===== src/rtl/fe_event_packer.sv =====
// Front-end event packer: timestamps DATA/STAT events into cmd-tagged words and
// queues up to three words per cycle toward a downstream FIFO.
module fe_event_packer #(
    parameter int pDATA_W  = 8,
    parameter int pSTAT_W  = 5,
    parameter int pSHORT_W = 3,
    parameter int pFULL_W  = 16,
    parameter int pQDEPTH  = 8
) (
    input  logic                 fe_clk,
    input  logic                 reset_n,
    input  logic                 capture_en,
    input  logic                 timestamps_disable,
    input  logic [15:0]          max_events,
    input  logic                 fe_rxvalid,
    input  logic [pDATA_W-1:0]   fe_data,
    input  logic [pSTAT_W-1:0]   fe_stat,
    input  logic                 fifo_full,
    output logic                 fifo_wr,
    output logic [pFULL_W+1:0]   fifo_din,
    output logic                 capturing,
    output logic                 done,
    output logic                 overflow
);

    localparam int AW     = $clog2(pQDEPTH);
    localparam int CW     = AW + 1;
    localparam int WORD_W = pFULL_W + 2;
    localparam int EV_W   = pDATA_W + pSTAT_W + pSHORT_W;

    localparam logic [1:0] CMD_DATA = 2'b00;
    localparam logic [1:0] CMD_STAT = 2'b01;
    localparam logic [1:0] CMD_TIME = 2'b10;
    localparam logic [1:0] CMD_OVF  = 2'b11;

    localparam logic [pFULL_W-1:0] FULLMAX  = '1;
    localparam logic [pFULL_W-1:0] SHORTMAX = pFULL_W'((1 << pSHORT_W) - 1);

    function automatic logic [7:0] sat_inc8(input logic [7:0] v);
        return (v == 8'hFF) ? v : v + 8'd1;
    endfunction

    function automatic logic [pFULL_W-1:0] pack_event(
        input logic [pDATA_W-1:0]  d,
        input logic [pSTAT_W-1:0]  s,
        input logic [pSHORT_W-1:0] t
    );
        logic [pFULL_W-1:0] p;
        p = '0;
        p[EV_W-1:0] = {d, s, t};
        return p;
    endfunction

    logic                 cap_en_q, capturing_q, done_q, ovf_q;
    logic [pSTAT_W-1:0]   stat_q;
    logic [pFULL_W-1:0]   delta_q, delta_d;
    logic [7:0]           drop_q, drop_d;
    logic [15:0]          evcnt_q, evcnt_d;
    logic [AW-1:0]        wr_ptr_q, rd_ptr_q;
    logic [CW-1:0]        count_q, count_d, free;
    logic [WORD_W-1:0]    mem_q [pQDEPTH];

    logic                 start, active, is_data, is_stat, is_event;
    logic                 need_time_ev, need_time_idle, ovf_pend, pop;
    logic                 fits, accept, drop, hit;
    logic [1:0]           n_req, n_push;
    logic [pSHORT_W-1:0]  short_t;
    logic [WORD_W-1:0]    words [4];

    // Event classification; arming needs a fresh 0->1 edge of capture_en.
    assign start          = capture_en & ~cap_en_q;
    assign active         = capturing_q & capture_en;
    assign is_data        = active & fe_rxvalid;
    assign is_stat        = active & ~fe_rxvalid & (fe_stat != stat_q);
    assign is_event       = is_data | is_stat;
    assign need_time_ev   = is_event & ~timestamps_disable & (delta_q > SHORTMAX);
    assign need_time_idle = active & ~is_event & ~timestamps_disable & (delta_q == FULLMAX);
    assign ovf_pend       = (drop_q != 8'd0) & ~start;
    assign pop            = (count_q != '0) & ~fifo_full;
    assign free           = CW'(pQDEPTH) - count_q + CW'(pop);
    assign short_t        = (timestamps_disable || delta_q > SHORTMAX) ? '0 : delta_q[pSHORT_W-1:0];

    always_comb begin
        words[0] = '0;
        words[1] = '0;
        words[2] = '0;
        words[3] = '0;
        n_req    = 2'd0;
        if (ovf_pend) begin
            words[n_req] = {CMD_OVF, pFULL_W'(drop_q)};
            n_req        = n_req + 2'd1;
        end
        if (need_time_ev || need_time_idle) begin
            words[n_req] = {CMD_TIME, delta_q};
            n_req        = n_req + 2'd1;
        end
        if (is_event) begin
            words[n_req] = {is_data ? CMD_DATA : CMD_STAT,
                            pack_event(is_data ? fe_data : '0, fe_stat, short_t)};
            n_req        = n_req + 2'd1;
        end
        fits   = (CW'(n_req) <= free);
        accept = (n_req != 2'd0) & fits;
        drop   = (is_event | need_time_idle) & ~fits;
        n_push = accept ? n_req : 2'd0;
    end

    always_comb begin
        delta_d = delta_q;
        if (start || (active && timestamps_disable)) begin
            delta_d = '0;
        end else if (active) begin
            if (is_event) begin
                delta_d = accept ? '0 : delta_q;
            end else if (need_time_idle) begin
                delta_d = accept ? pFULL_W'(1) : delta_q;
            end else begin
                delta_d = delta_q + pFULL_W'(1);
            end
        end
    end

    always_comb begin
        drop_d = drop_q;
        if (start)
            drop_d = 8'd0;
        else if (drop)
            drop_d = sat_inc8(drop_q);
        else if (accept && ovf_pend)
            drop_d = 8'd0;
    end

    assign evcnt_d = start ? 16'd0 : ((is_event && accept) ? evcnt_q + 16'd1 : evcnt_q);
    assign hit     = is_event & accept & (max_events != 16'd0) & (evcnt_q + 16'd1 == max_events);
    assign count_d = count_q + CW'(n_push) - CW'(pop);

    // Control and queue-pointer state.
    always_ff @(posedge fe_clk or negedge reset_n) begin
        if (!reset_n) begin
            cap_en_q    <= 1'b1;
            capturing_q <= 1'b0;
            done_q      <= 1'b0;
            ovf_q       <= 1'b0;
            stat_q      <= '0;
            delta_q     <= '0;
            drop_q      <= 8'd0;
            evcnt_q     <= 16'd0;
            wr_ptr_q    <= '0;
            rd_ptr_q    <= '0;
            count_q     <= '0;
        end else begin
            cap_en_q <= capture_en;
            if (start)
                capturing_q <= 1'b1;
            else if (!capture_en || hit)
                capturing_q <= 1'b0;
            if (start)
                done_q <= 1'b0;
            else if (hit)
                done_q <= 1'b1;
            if (start)
                ovf_q <= 1'b0;
            else if (drop)
                ovf_q <= 1'b1;
            if (start)
                stat_q <= '0;
            else if (active)
                stat_q <= fe_stat;
            delta_q  <= delta_d;
            drop_q   <= drop_d;
            evcnt_q  <= evcnt_d;
            wr_ptr_q <= wr_ptr_q + AW'(n_push);
            rd_ptr_q <= rd_ptr_q + AW'(pop);
            count_q  <= count_d;
        end
    end

    // Word storage carries no reset; emptiness is tracked by count_q alone.
    always_ff @(posedge fe_clk) begin
        for (int i = 0; i < 3; i++) begin
            if (i < int'(n_push))
                mem_q[wr_ptr_q + AW'(i)] <= words[i];
        end
    end

    assign fifo_wr   = pop;
    assign fifo_din  = (count_q != '0) ? mem_q[rd_ptr_q] : '0;
    assign capturing = capturing_q;
    assign done      = done_q;
    assign overflow  = ovf_q;

endmodule

===== config.mk =====
export PLATFORM = sky130hd
export DESIGN_NAME = fe_event_packer
export DESIGN_NICKNAME = d
export VERILOG_FILES = /design/src/rtl/fe_event_packer.sv
export SDC_FILE = /design/constraint.sdc
export NUM_CORES = 1
export LEC_CHECK = 0
export CAP_MARGIN = 20
export CORE_UTILIZATION = 45
export CTS_BUF_LIST = sky130_fd_sc_hd__clkbuf_2 sky130_fd_sc_hd__clkbuf_4 sky130_fd_sc_hd__clkbuf_8
export CTS_CLUSTER_SIZE = 30
export DETAILED_ROUTE_END_ITERATION = 10
export PLACE_DENSITY = 0.69
export SLEW_MARGIN = 10
export SYNTH_ARGS = -nofsm -noshare
export SYNTH_HDL_FRONTEND = slang
export SYNTH_SLANG_ARGS = --single-unit

===== constraint.sdc =====
create_clock -name fe_clk -period 6.8 [get_ports fe_clk]
set_input_delay 1.02 -clock fe_clk [delete_from_list [all_inputs] [get_ports fe_clk]]
set_output_delay 1.02 -clock fe_clk [all_outputs]
set_load 0.01 [all_outputs]

# Yosys cells after proc, flatten, opt, wreduce, memory -nomap -nowiden

Memories as Yosys holds them, arrays and structs flattened.
Index checks and enable logic that the tools add are counted.

Bits in registers: 59
Memory bits (writable): 144
Input bits: 35
Logic and storage cells: 135
Memories: 1

$add $sub $neg: 13
$lt $le $gt $ge: 9
Equal/unequal tests: 7
Multiplexer cells: 43
Bitwise operators: 28
Reductions and logical operators: 23

Memories:

| name  | words | width | rd ports | clocked after memory_dff | wr ports | line | text |
|---|---|---|---|---|---|---|---|
| mem_q | 8     | 18    | 1        | 0                        | 3        | 61   | `logic [WORD_W-1:0] mem_q [pQDEPTH];` |

Operators with widths:

| operator                                                                          | number |
|---|---|
| 72-bit bitwise mux                                                                | 2 |
| 72-bit two-way mux                                                                | 2 |
| 16-bit two-way mux                                                                | 8 |
| 18-bit demux with 2-bit select                                                    | 2 |
| 18-bit two-way mux                                                                | 4 |
| 8-bit two-way mux                                                                 | 5 |
| 16-bit by 1-bit adder with 16-bit output (second input constant)                  | 2 |
| 1-bit bitwise AND                                                                 | 17 |
| 16-bit equality test                                                              | 1 |
| 16-bit equality test (second input constant)                                      | 1 |
| 16-bit by 3-bit greater-than comparator with 1-bit output (second input constant) | 1 |
| 16-bit nonzero test                                                               | 1 |
| 1-bit two-way mux                                                                 | 14 |
| 2-bit nonzero test                                                                | 7 |
| 5-bit two-way mux                                                                 | 2 |
| 8-bit by 1-bit adder with 8-bit output (second input constant)                    | 1 |
| 8-bit equality test (second input constant)                                       | 1 |
| 8-bit nonzero test                                                                | 1 |
| 1-bit inverter                                                                    | 7 |
| 3-bit greater-or-equal comparator (second input constant)                         | 2 |
| 3-bit by 1-bit less-than comparator with 1-bit output (second input constant)     | 2 |
| 2-bit two-way mux                                                                 | 3 |
| 3-bit by 1-bit inequality test with 1-bit output (second input constant)          | 2 |
| 2-bit inverter with 3-bit output                                                  | 2 |
| 23 further kinds                                                                  | 33 |

# Depth between registers and ports, before layout

Gate-level depths: netlist of the first run.

Depth in word-level cells: 20
Mapped depth: 24

# Least setup slack after synthesis of the first run

No wires, ideal clock.

Kind: input port to flip-flop
Start point: in capture_en
End point: mem mem_q[1][0] (netlist name) (enable)
Library setup time: 458 ps
Data arrival time: 6791 ps
Data required time: 6342 ps
Setup slack: -449 ps
Cell stages on the path: 18
Path buffers: 7
Cell sequence: clkbuf_1 nor2b_1 a21oi_1 clkbuf_1 clkbuf_1 ha_1 clkbuf_1 mux2i_1 buf_2 inv_1 ha_1 nor2b_1 a2bb2oi_1 and3_1 clkbuf_1 a221o_1 clkbuf_1 o311ai_0

RTL lines:

| element            | line | text |
|---|---|---|
| start: declaration | 12   | `input logic capture_en,` |
| end: declaration   | 61   |  |

==> out/metrics.cfg, run 1 <==
[timing]
fmax_ghz = 0.167
relSlewSlack_pct = 23.1
slew_violations = 0
period_needed_ns = 6.00
tightestPinTransition_ns = 1.15
clock_skew_ns = 0.0477
setup_viol = 0
rsz0062_at_grt = false
fin_crit_sh_pct = 88.3
worst_slack_ns = 0.799
hold_viol = 0

[drt]
avgRoutedWirePerCell_um = 24.5
viasPerCell = 6.70
drc = 0
ant_nets = 0
num_vias = 11203
wirelength_um = 41000
drtPass1Iterations = 6
drt_iter0_drc = 1702

[worst_setup_path]
cp-end-kind = register
reg2reg_to = mem_q[6][1]
r2r_slack_ns = 0.80
worst_ep_arrival_time_ns = 6.23
crit_family = simple AND/OR/NAND/NOR gates
path_class = input port to register
reg2regPathDepth = 17
critical_path_required_ns = 7.03
startpoint_type = input port
cp_slowest_cell = or4_1
critical_path.max_stage_delay_ns = 0.84
worstPathCellList = clkdlybuf4s50_1, xnor2_1, nand4_1, nor3_2, or4_1, ha_1, inv_1, mux2i_1, inv_1, ha_1, nor2b_1, a2bb2oi_1, and3_1, buf_4, or4_1, nand2_1, o221ai_1
path_buf_inv = 4
cp_max_fo = 17
r2r_start = delta_q[1]

[cells_and_area]
fin_cells = 1671
drive_above_1_share_pct = 14.0
finalNetCount = 1330
final_cell_mix = nand2_1 (193), edfxtp_1 (144), o221ai_1 (109)
num_antenna_cells = 0
nFillCells = 2423
final_util_pct = 53.2
fin_area_um2 = 14500
layout_commonest_cell = nand2_1
syn_to_final_growth_pct = 14.9

[clocking]
clockBufferDepth = 3
clock-sinks = 203
post_cts_buffers = 0
clock_latency_ns = 0.57
ctsRootBufferMaster = clkbuf_8
htree_levels = 2
cts_tree = done
cts_buffers = 37
cts-hold-fix-buffers = 0
postCtsResizedCells = 0
clk_pin_slew_ns = 0.07

[logic_synthesis]
synth-seq-cells = 203
yosys_warnings = 0
synth_flop_cell = edfxtp_1
synth_area_leader_cell = edfxtp_1
synthArstFlopShare_pct = 29.1
synth_enable_flop_cells = 144
synth_top_area_share_pct = 34.3
synth.area.top_cells = edfxtp_1 (34%), dfrtp_1 (11%), o221ai_1 (7.6%)
synth.avg_cell_area_um2 = 10.3
syn_inst = 1223
synth.distinct_cells = 78
synth_nets = 1282
synth_seq_area_share_pct = 46.0
syn_area_um2 = 12600

[floorplan]
row_count = 60
core_um2 = 27300
num_io_pins = 57
floorplan.die_area_um2 = 28700
start_util_pct = 46.3
die_w_um = 169
dieHeight_um = 169

[pwr]
ir_worst_vdd_mv = 0.174
leakagePower_nw = 5.11
power_density_nw_per_um2 = 314

[job]
drv_cap = 0

[placed_design]
placed_cells = 1604
pre_cts_slack_ns = 0.379
io_buffers = 56
place_congestion = 0.927
dp.final_hpwl_um = 27400
placed_cell_area_um2 = 13700

[global_routing]
grtUsageTotal_pct = 29.1
grt_overflow = 0
grt_pass1_vias = 10696
grt_pass1_wl_um = 63400
antenna_found_initial = 0
grt_max_degree = 60

[status]
status = complete, no violations

[hold_path]
hp-start = done
whs_path_depth = 2
hold_class = register to register
min_to = done

-- state kept, by name, summed over array words and instances (netlist names) --
name and flops:
rd_ptr_q 3, capturing 1, mem_q 144, count_q 4, cap_en_q 1, delta_q 16
overflow 1, done 1, drop_q 8, stat_q 5, evcnt_q 16, wr_ptr_q 3
-- cell usage after synthesis, types with 3 or more instances --
master / number
a211oi_1: 7
a21oi_1: 25
a221oi_1: 28
a22oi_1: 7
a31o_2: 4
a31oi_1: 3
a32oi_1: 3
and2_1: 5
and3_1: 10
and4_1: 5
buf_1: 6
buf_2: 14
buf_6: 3
clkbuf_1: 71
dfrtp_1: 58
edfxtp_1: 144
ha_1: 22
inv_1: 36
mux2i_1: 26
mux4_2: 36
nand2_1: 193
nand2b_1: 12
nand3_1: 54
nand4_1: 12
nor2_1: 86
nor2b_1: 8
nor3_1: 18
nor4_1: 15
o211ai_1: 10
o21ai_0: 36
o21ai_1: 14
o221ai_1: 109
o22ai_1: 10
o311ai_0: 5
o31ai_1: 11
or2_2: 3
or3_1: 14
or4_1: 9
xnor2_1: 26
xor2_1: 12
-- metal layers --
layer  GRT usage [%]  wire, um  vias to the layer above  share of wire, %
li1                -         -                     4884                 -
met4            10.9      1580                        0               3.9
met3            6.76      5030                      138                12
met2            45.9     18500                      749                45
met1            39.2     15900                     5432                39
met5               0         0                        -                 0
-- final cells by class --
class,instances,area (um2),share of cell area (%)
multi-input combinational,888,6340,43.7
clock inverter,15,160,1.10
sequential,203,5800,40.0
tap,372,465,3.21
inverter,36,135,0.932
timing repair buffer,105,948,6.54
clock buffer,52,653,4.50
-- worst reg2reg max path, delay by kind of cell, from the launching register on --
kind,cells,cell delay [ns]
buffers and inverters,3,0.57
and+or+nand+nor,8,3.03
muxes,1,0.11
adders and majority gates,3,0.86
AOI/OAI and AO/OA,2,0.33
DFF,1,0.79
-- metrics by stage --
step / hold slack [ns] / setup TNS, ns / total power [mW]
6_report: 0.479 / 0 / 4.55
5_1_grt: 0.522 / 0 / 4.78
4_1_cts: 0.487 / 0 / 4.55
3_5_place_dp: 0.468 / 0 / 3.26
3_3_place_gp: 0.461 / 0 / 3.24
2_1_floorplan: 0.464 / -32.31 / 2.64
-- power breakdown --
group | internal [mW] | switching [mW] | leakage (nW)
clock | 0.743 | 0.563 | 0.426
combinational | 0.733 | 0.894 | 2.56
sequential | 1.49 | 0.124 | 2.12
total | 2.97 | 1.58 | 5.11
-- logic make-up after synthesis --
family / share of synthesized area, %
buffers and inverters: 4.28
AO/OA/AOI/OAI: 18.6
AND/OR/NAND/NOR: 17.4
XOR/XNOR: 2.64
adder cells (fa/ha/maj): 2.50
multiplexers: 8.57
flip-flops: 46.0
-- worst max path at each step --
stage | from | slack [ns] | cells after the start | endpoint
after floorplan | capture_en | -0.45 | 18 | mem_q[1][0]
after global placement | fe_stat[0] | 0.56 | 17 | mem_q[6][1]
after detailed placement | fe_stat[1] | 0.38 | 17 | mem_q[6][1]
after CTS | delta_q[1] | 0.93 | 17 | mem_q[6][1]
after global routing | fe_stat[2] | 0.47 | 17 | mem_q[6][1]
final | fe_stat[1] | 0.80 | 17 | mem_q[6][1]
Power figures use the tool's default switching activity.
==> run 2, diff against run 1 <==
--- a/config.mk
+++ b/config.mk
@@ -11,7 +11,7 @@
 export CTS_CLUSTER_SIZE = 30
 export DETAILED_ROUTE_END_ITERATION = 10
 export PLACE_DENSITY = 0.69
-export SLEW_MARGIN = 10
+export SLEW_MARGIN = 20
 export SYNTH_ARGS = -nofsm -noshare
 export SYNTH_HDL_FRONTEND = slang
 export SYNTH_SLANG_ARGS = --single-unit
==> run 2 against run 1 <==
  * Non-clock buffer count shrank 1
  * Worst hold slack gained 0.0028 ns
  * Flip-flop and latch count is the same
  * Sequential power is essentially flat
  * Clock skew shrank 0.0055 ns
==> out/metrics.cfg, run 2 (synthesized netlist as in run 1, its figures left out) <==
[worst_setup_path]
cp_max_fo = 17  ; unchanged
startpoint_type = register  ; was input port
critical_path_required_ns = 7.02  ; was 7.03 ns
worst_ep_arrival_time_ns = 6.22  ; was 6.23 ns
path_class = register to register  ; was input port to register
r2r_slack_ns = 0.79  ; was 0.80 ns
cp-end-kind = register  ; unchanged
reg2regPathDepth = 17  ; unchanged

[timing]
final.setup.tns_ns = 0  ; unchanged
hold_viol = 0  ; unchanged
fin_crit_sh_pct = 88.3  ; about the same
period_needed_ns = 6.01  ; was 6.00 ns
setup_viol = 0  ; unchanged
tightestPinTransition_ns = 1.12  ; was 1.15 ns
rsz0062_at_grt = false  ; unchanged
fmax_ghz = 0.167  ; about the same
relSlewSlack_pct = 25.0  ; was 23.1%
slew_violations = 0  ; unchanged
clock_skew_ns = 0.0422  ; was 0.0477 ns

[drt]
wl_met1_um = 15300  ; was 15900 um
dr_wl_met3_um = 5240  ; was 5030 um
ant_nets = 0  ; unchanged
viasPerCell = 6.68  ; was 6.70
wirelength_um = 40800  ; was 41000 um
avgRoutedWirePerCell_um = 24.4  ; was 24.5 um
drtPass1Iterations = 8  ; was 6
drt_iter0_drc = 1512  ; was 1702
dr.max_layer_used = met4  ; unchanged
wl_met2_um = 18500  ; about the same
drc = 0  ; unchanged
num_vias = 11152  ; was 11203

[global_routing]
grtUsageTotal_pct = 28.9  ; was 29.1%
grt_max_degree = 60  ; unchanged
antenna_found_initial = 0  ; unchanged
grt_pass1_vias = 10720  ; was 10696
grt_overflow = 0  ; unchanged
grt_pass1_wl_um = 62900  ; was 63400 um

[pwr]
p_sw_share_pct = 35.6  ; was 34.7%
p_seq_share_pct = 36.8  ; was 35.6%
power_density_nw_per_um2 = 305  ; was 314 nW/um2
switchingPower_mw = 1.56  ; was 1.58 mW
p_comb_share_pct = 37.0  ; was 35.8%
leakagePower_nw = 5.05  ; was 5.11 nW
p_int_mw = 2.83  ; was 2.97 mW
clkPwrFrac_pct = 26.1  ; was 28.7%
ir_worst_vdd_mv = 0.192  ; was 0.174 mV

[clocking]
clock-sinks = 203  ; unchanged
cts-hold-fix-buffers = 0  ; unchanged
post_cts_buffers = 0  ; unchanged
ctsRootBufferMaster = clkbuf_8  ; unchanged
htree_levels = 2  ; unchanged
clockBufferDepth = 3  ; unchanged
cts_buffers = 37  ; unchanged
clk_pin_slew_ns = 0.06  ; was 0.07 ns
clock_latency_ns = 0.57  ; about the same
postCtsResizedCells = 0  ; unchanged
cts_tree = done  ; unchanged

[cells_and_area]
largest_reg_flops = 144  ; unchanged
finalNetCount = 1329  ; was 1330
layout_commonest_cell = nand2_1  ; unchanged
reg.largest.list = mem_q: 144 flops, delta_q: 16 flops, evcnt_q: 16 flops  ; unchanged
drive_above_1_share_pct = 13.7  ; was 14.0%
num_antenna_cells = 0  ; unchanged
syn_to_final_growth_pct = 14.0  ; was 14.9%
final_cell_mix = nand2_1 (193), edfxtp_1 (144), o221ai_1 (109)  ; unchanged
largest_register = mem_q  ; unchanged
fin_area_um2 = 14400  ; was 14500 um2

[floorplan]
core_um2 = 27300  ; unchanged
die_w_um = 169  ; unchanged
row_count = 60  ; unchanged
floorplan.die_area_um2 = 28700  ; unchanged
num_io_pins = 57  ; unchanged
dieHeight_um = 169  ; unchanged
start_util_pct = 46.3  ; unchanged

[placed_design]
placed_cell_area_um2 = 13700  ; about the same
dp.final_hpwl_um = 27400  ; about the same
io_buffers = 56  ; unchanged
place_congestion = 0.927  ; unchanged

[job]
drv_cap = 0  ; unchanged

[status]
status = complete, no violations  ; unchanged

[hold_path]
whs_path_depth = 2  ; unchanged
hold_class = register to register  ; unchanged

[run 2: cell count changes in the layout (fill, tap and decap cells not counted), sizes merged]
cell,previous run,this run
buf,50,49
inv,39,38
clkinvlp,0,1
clkinv,9,18
bufinv,3,1
clkbuf,52,45
[run 2: worst paths after layout]
kind                             from           to
max                        delta_q[1]  mem_q[6][1]
min                              done         done
max reg2reg                delta_q[1]  mem_q[6][1]
min reg2reg                      done         done
max in group asynchronous     reset_n  rd_ptr_q[0]
min in group asynchronous     reset_n   evcnt_q[9]
[run 2: area by class of cell]
| cell class | count | area (um2) |
|---|---|---|
| Multi-Input combinational cell | 888 | 6340 |
| Tap cell | 372 | 465 |
| Clock buffer | 45 | 576 |
| Clock inverter | 22 | 131 |
| Fill cell | 2437 | 12900 |
| Sequential cell | 203 | 5800 |
| Inverter | 36 | 135 |
| Timing Repair Buffer | 104 | 941 |
[run 2: worst max-delay path, cell delays in order, from the launching register on]
cell       delay, ns
dfrtp_1         0.81
ha_1            0.32
nand4_1         0.18
nor4_4          0.29
nor3_2          0.14
or4_1           0.55
ha_1            0.28
inv_1           0.14
mux2i_1         0.10
inv_1           0.15
ha_1            0.26
nor2b_1         0.13
a2bb2oi_1       0.13
and3_1          0.35
buf_4           0.27
or4_1           0.82
nand2_1         0.55
o221ai_1        0.19
[run 2: per-stage QoR]
| stage | cells | util [%] | hold WS, ns | power (mW) | setup WS, ns |
|---|---|---|---|---|---|
| floorplan | 1223 | - | 0.464 | 2.64 | -0.449 |
| global placement | 1603 | 50.2 | 0.461 | 3.24 | 0.564 |
| detailed placement | 1603 | 50.2 | 0.473 | 3.26 | 0.439 |
| CTS | 1670 | 52.8 | 0.491 | 4.40 | 0.923 |
| global route | 1670 | 52.8 | 0.533 | 4.62 | 0.445 |
| finish | 1670 | 52.8 | 0.482 | 4.39 | 0.795 |
[run 2: per-layer routing]
layer  up-vias  GRT usage [%]
li1       4890              -
met1      5325           38.3
met2       790           45.2
met3       147           7.25
met4         0           12.1
met5         -              0
[run 2: power by group through the flow]
stage | combinational, mW | sequential (mW) | clock (mW)
2_1_floorplan | 1.07 | 1.57 | 0
3_3_place_gp | 1.61 | 1.63 | 0
3_5_place_dp | 1.62 | 1.64 | 0
4_1_cts | 1.63 | 1.62 | 1.16
5_1_grt | 1.77 | 1.63 | 1.21
6_report | 1.63 | 1.62 | 1.15
